$ cat config.mk
export PLATFORM = sky130hd
export DESIGN_NAME = grid_frame_renderer
export DESIGN_NICKNAME = d
export VERILOG_FILES = /design/src/rtl/grid_frame_renderer.sv
export SDC_FILE = /design/constraint.sdc
export NUM_CORES = 1
export LEC_CHECK = 0
export CORE_MARGIN = 2
export CORE_UTILIZATION = 55
export DETAILED_ROUTE_END_ITERATION = 6
export PLACE_DENSITY = 0.84
export SKIP_CTS_REPAIR_TIMING = 1
export SYNTH_ARGS = -nofsm -noshare
export SYNTH_HDL_FRONTEND = slang
export SYNTH_SLANG_ARGS = --single-unit
$ cat constraint.sdc
create_clock -name CLOCK_50 -period 8.8 [get_ports CLOCK_50]
set_input_delay 1.76 -clock CLOCK_50 [delete_from_list [all_inputs] [get_ports CLOCK_50]]
set_output_delay 1.76 -clock CLOCK_50 [all_outputs]
set_load 0.02 [all_outputs]
$ cat src/rtl/grid_frame_renderer.sv
// Scans the 28x28 one-bit drawing memory out to vga_adapter as 4x4 pixel chunks,
// drawing the latched cursor cell in its own colour.
module grid_frame_renderer #(
  parameter int         GRID_SIZE     = 28,
  parameter int         CHUNK_SIZE    = 4,
  parameter int         OFFSET_X      = 10,
  parameter int         OFFSET_Y      = 4,
  parameter logic [2:0] ON_COLOUR     = 3'b111,
  parameter logic [2:0] OFF_COLOUR    = 3'b000,
  parameter logic [2:0] CURSOR_COLOUR = 3'b100
) (
  input  logic       CLOCK_50,
  input  logic       resetn,
  input  logic       start,
  input  logic [4:0] cursor_x,
  input  logic [4:0] cursor_y,
  output logic [9:0] mem_addr,
  input  logic       mem_rdata,
  output logic [7:0] vga_x,
  output logic [6:0] vga_y,
  output logic [2:0] colour,
  output logic       plot,
  output logic       busy,
  output logic       done
);

  localparam logic [2:0] S_IDLE  = 3'd0;
  localparam logic [2:0] S_FETCH = 3'd1;
  localparam logic [2:0] S_LATCH = 3'd2;
  localparam logic [2:0] S_PLOT  = 3'd3;
  localparam logic [2:0] S_FIN   = 3'd4;

  localparam int                SUB_W     = (CHUNK_SIZE > 1) ? $clog2(CHUNK_SIZE) : 1;
  localparam logic [SUB_W-1:0] SUB_LAST  = SUB_W'(CHUNK_SIZE - 1);
  localparam logic [4:0]       CELL_LAST = 5'(GRID_SIZE - 1);

  logic [2:0]       state;
  logic [4:0]       cell_x, cell_y;
  logic [SUB_W-1:0] sub_x, sub_y;
  logic [4:0]       cur_x, cur_y;

  logic [SUB_W-1:0] nsub_x, nsub_y;
  logic [4:0]       ncell_x, ncell_y;
  logic             chunk_end, last_cell;

  function automatic logic [7:0] pix_x(input logic [4:0] c, input logic [SUB_W-1:0] s);
    int v;
    v = OFFSET_X + int'(c) * CHUNK_SIZE + int'(s);
    return 8'(v);
  endfunction

  function automatic logic [6:0] pix_y(input logic [4:0] c, input logic [SUB_W-1:0] s);
    int v;
    v = OFFSET_Y + int'(c) * CHUNK_SIZE + int'(s);
    return 7'(v);
  endfunction

  function automatic logic [9:0] cell_addr(input logic [4:0] cx, input logic [4:0] cy);
    return 10'(cy) * 10'(GRID_SIZE) + 10'(cx);
  endfunction

  // The cursor wins over the stored bit; out-of-range cursors never match a cell.
  function automatic logic [2:0] cell_colour(input logic hit, input logic bit_set);
    if (hit)
      return CURSOR_COLOUR;
    else if (bit_set)
      return ON_COLOUR;
    else
      return OFF_COLOUR;
  endfunction

  always_comb begin
    nsub_x    = sub_x;
    nsub_y    = sub_y;
    ncell_x   = cell_x;
    ncell_y   = cell_y;
    chunk_end = (sub_x == SUB_LAST) && (sub_y == SUB_LAST);
    last_cell = (cell_x == CELL_LAST) && (cell_y == CELL_LAST);
    if (sub_x == SUB_LAST) begin
      nsub_x = '0;
      nsub_y = sub_y + 1'b1;
    end else begin
      nsub_x = sub_x + 1'b1;
    end
    if (cell_x == CELL_LAST) begin
      ncell_x = '0;
      ncell_y = cell_y + 5'd1;
    end else begin
      ncell_x = cell_x + 5'd1;
    end
  end

  // mem_addr is registered on entry to FETCH so the read data is ready during LATCH.
  always_ff @(posedge CLOCK_50 or negedge resetn) begin
    if (!resetn) begin
      state    <= S_IDLE;
      cell_x   <= '0;
      cell_y   <= '0;
      sub_x    <= '0;
      sub_y    <= '0;
      cur_x    <= '0;
      cur_y    <= '0;
      mem_addr <= '0;
      vga_x    <= '0;
      vga_y    <= '0;
      colour   <= '0;
      plot     <= 1'b0;
      busy     <= 1'b0;
      done     <= 1'b0;
    end else begin
      case (state)
        S_IDLE: begin
          plot <= 1'b0;
          done <= 1'b0;
          if (start) begin
            cur_x    <= cursor_x;
            cur_y    <= cursor_y;
            cell_x   <= '0;
            cell_y   <= '0;
            sub_x    <= '0;
            sub_y    <= '0;
            mem_addr <= '0;
            busy     <= 1'b1;
            state    <= S_FETCH;
          end
        end
        S_FETCH: state <= S_LATCH;
        S_LATCH: begin
          colour <= cell_colour((cell_x == cur_x) && (cell_y == cur_y), mem_rdata);
          sub_x  <= '0;
          sub_y  <= '0;
          vga_x  <= pix_x(cell_x, '0);
          vga_y  <= pix_y(cell_y, '0);
          plot   <= 1'b1;
          state  <= S_PLOT;
        end
        S_PLOT: begin
          if (!chunk_end) begin
            sub_x <= nsub_x;
            sub_y <= nsub_y;
            vga_x <= pix_x(cell_x, nsub_x);
            vga_y <= pix_y(cell_y, nsub_y);
          end else begin
            plot <= 1'b0;
            if (last_cell) begin
              busy  <= 1'b0;
              done  <= 1'b1;
              state <= S_FIN;
            end else begin
              cell_x   <= ncell_x;
              cell_y   <= ncell_y;
              mem_addr <= cell_addr(ncell_x, ncell_y);
              state    <= S_FETCH;
            end
          end
        end
        S_FIN: begin
          done  <= 1'b0;
          state <= S_IDLE;
        end
        default: begin
          plot  <= 1'b0;
          busy  <= 1'b0;
          done  <= 1'b0;
          state <= S_IDLE;
        end
      endcase
    end
  end

endmodule
==> results by group <==
Run status
  • Status: complete, no violations

Clock network
  • Htree depth: 2
  • Clock transition at the registers of the reported paths: roughly 0.090 ns
  • Clk_lat worst skew: 0.31 ns
  • CTS Sinks: 55
  • CTS root buffer: clkbuf_8
  • Clock buffer depth: 2
  • Num CTS Buffers: 5
  • CTS tree: yes

Yosys
  • Mapped cell area: 3310 µm²
  • Warnings from Yosys: 0
  • Share of the synthesized area in the top cell type: 0.416
  • Post-synthesis sequential area ratio: 0.416
  • Synth Register Bits: 55
  • Avg Inst Size Synth: 10.3 µm²
  • Cell count after synthesis: 321
  • Synthesized net count: 358
  • Asr flop ratio synth: 1.00
  • Synth Flop Type: dfrtp_1
  • Number of flops mapped to enable cells by yosys: 0
  • Largest area contributor in the netlist: dfrtp_1
  • Unique masters post-synth: 52
  • Area contributors post-synth: dfrtp_1 (42%), ha_1 (7.6%), xnor2_1 (5.3%)

Die
  • Starting density of the core: 0.565
  • # IOs: between 40 and 50
  • Die ar.: 6650 µm²
  • Rows: 28
  • Die Wd: roughly 82 µm
  • Die height: ~82 µm
  • Core ar.: 5850 µm²

Global route
  • Congestion Overflow GR: 0
  • First-pass GRT wire length: 10700 µm
  • Global routing met1 resource utilization: 0.277
  • Grt peak-use layer: met2
  • Largest net degree at the start of global routing: 56
  • Antenna violations before repair: 0
  • GRT met2 Usage: 0.348
  • Vias in the first global route: around 2300
  • Grt met3 use: 0.0396
  • Gr usage total: 0.207

Timing
  • Max Fclk: 240 MHz
  • Fin crit share: 0.473
  • Final setup fails: 0
  • Max-slew violations: 0
  • Clock Skews: 0.00736 ns
  • WHS: 0.485 ns
  • RSZ-0062 raised after global routing: false
  • Slew headroom: 0.363
  • Worst-margin pin slew: between 0.9 and 1 ns
  • Final min period: 4.16 ns
  • Setup_tns: 0 ns
  • Final hold viol count: 0

Routing
  • DR pass1 iterations: 4
  • Detailed-route wire length: 6350 µm
  • Antenna viol nets, final: 0
  • WL per Instance: around 15 µm
  • Vias/cell: between 5 and 6
  • Via Count: 2369
  • DRC: 0
  • Drt initial violations: 192

Worst setup path
  • CP bufs+invs: 1
  • Critical path startpoint category: flip-flop
  • WS Path Type: reg2reg
  • Worst path slowest cell: dfrtp_1
  • Largest delay share family, worst path: adder cells
  • FF-to-FF End: mem_addr[9]
  • Critical Path RT: about 9.0 ns
  • Crit-path max FO: 8
  • R2r setup slk: 4.64 ns
  • CP cell instances: ha_1, and4b_1, nand2_2, xor2_2, inv_2, fa_1, ha_1, fa_1, a211oi_1, o22ai_1, nor4b_2, xor2_1, o21ai_1
  • R2R depth: 13
  • Crit path largest cell delay: 0.54 ns
  • Crit end category: flip-flop
  • Reg2reg start: mem_addr[0]
  • CP arrival: 4.36 ns

Place
  • Area after DPL: between 3000 and 4000 µm²
  • IO Port Bufs: 44
  • Gpl congestion: roughly 0.83
  • HPWL after DPL: 4690 µm

Worst hold path
  • HP Start: vga_y[3]
  • WHS Endpoint: vga_y[3]
  • Worst Hold Depth: 2
  • Min-Delay Path Class: reg2reg

Cells and area
  • Area growth syn-to-layout: 15.7%
  • Diode count: 0
  • Fraction of layout cells with a size suffix above 1: 0.0935
  • Filler cell count in the final layout: between 400 and 500
  • Post-route cell area: 3830 µm²
  • Layout net count: 390

Pwr
  • Max VDD drop: 0.0880 mV
  • Logic pwr share: 0.031
  • Clock power share: 0.382
  • Power density cells: between 100 and 150 nW/µm²
  • Register share of total power: 0.586
  • Leakage power: 1.69 nW
  • Switching fraction of total power: 0.207
  • Internal power: 0.343 mW
  • Net switching power: 0.0893 mW

Run
  • Max Cap Viol: 0
-- per-layer routing --
layer / up-vias / wire (µm)
met1: 1141 / 2880
li1: 1177 / -
met2: 43 / 3180
met4: 0 / 57
met5: - / 0
met3: 8 / 233
-- power groups by stage --
| stage | Clock [mW] | Combinational [mW] | Sequential (mW) |
|---|---|---|---|
| 2_1_floorplan | 0 | 0.00115 | 0.259 |
| 3_3_place_gp | 0 | 0.0139 | 0.258 |
| 3_5_place_dp | 0 | 0.0140 | 0.258 |
| 4_1_cts | 0.168 | 0.0141 | 0.253 |
| 5_1_grt | 0.177 | 0.0152 | 0.253 |
| 6_report | 0.165 | 0.0136 | 0.253 |
-- final cells by class --
| cell class | count | area (µm²) | area share |
|---|---|---|---|
| repair buffers | 45 | 443 | 0.116 |
| multi-input cells | 236 | 1770 | 0.462 |
| flip-flops and latches | 55 | 1380 | 0.360 |
| clock buffers | 5 | 68.8 | 0.0180 |
| clock inverters | 2 | 37.5 | 0.00981 |
| inverters | 10 | 37.5 | 0.00981 |
| well taps | 75 | 93.8 | 0.0245 |
-- stage by stage --
step | setup WS, ns | cells | power, mW | utilization
2_1_floorplan | 5.18 | 321 | 0.260 | -
3_3_place_gp | 4.83 | 421 | 0.272 | 0.636
3_5_place_dp | 4.70 | 421 | 0.272 | 0.636
4_1_cts | 4.64 | 428 | 0.435 | 0.654
5_1_grt | 4.31 | 428 | 0.446 | 0.654
6_report | 4.64 | 428 | 0.432 | 0.654
-- synthesized netlist by cell type, drive strengths merged, types with 2 or more instances --
library cell and count:
o22ai 4, a21o 7, nor3b 2, nor3 4, and3 4, mux2 11
nor4b 2, a21oi 5, a22o 6, and2 2, clkbuf 2, xor2 15
dfrtp 55, xnor2 20, ha 20, and4b 2, o21ai 26, buf 18
nand3 8, nand4 4, nor2 17, fa 3, nand2 44, o211ai 2
a31oi 5, o21a 2, o21bai 5, inv 10, a211oi 2, o31ai 6
-- cell families after synthesis --
group | synth area share
adders and majority gates | 0.0938
AOI/OAI and AO/OA | 0.160
and+or+nand+nor | 0.143
DFF | 0.416
muxes | 0.0405
xor gates and xnor gates | 0.0972
buffers and inverters | 0.0492
-- worst reg2reg max path: cells and delay by family, from the launching register on --
| kind | cells | cell delay (ns) |
|---|---|---|
| fa+ha+maj | 4 | 1.47 |
| simple gates | 3 | 0.90 |
| compound gates | 3 | 0.62 |
| flops | 1 | 0.54 |
| xor+xnor | 2 | 0.45 |
| buf+inv | 1 | 0.10 |
-- how the worst max path moves through the flow --
stage	startpoint	endpoint	slack [ns]	depth (start not counted)
5_1_grt	mem_addr[0]	mem_addr[9]	4.31	12
6_report	mem_addr[0]	mem_addr[9]	4.64	13
3_5_place_dp	mem_addr[1]	mem_addr[9]	4.70	13
2_1_floorplan	mem_addr[1]	mem_addr[9]	5.18	14
3_3_place_gp	mem_addr[1]	mem_addr[9]	4.83	13
4_1_cts	mem_addr[0]	mem_addr[9]	4.64	13
-- registers in the layout, summed over array words and instances, names as in the netlist --
signal	cells
busy	1
cur_x	5
state	3
cell_x	3
colour	2
sub_y	2
done	1
mem_addr	10
vga_y	7
vga_x	8
plot	1
cur_y	5
cell_y	5
sub_x	2
-- placed cells by master, fill, tap and decap left out, types with 6 or more instances in the layout --
cell type        count
dfrtp_1             55
clkdlybuf4s50_1     43
nand2_1             42
xnor2_1             20
ha_1                20
nor2_1              16
o21ai_0             15
xor2_1              13
o21ai_1             11
mux2_1               9
inv_1                8
nand3_1              8
a21o_1               7
a22o_1               6
Power figures use the tool's default switching activity.
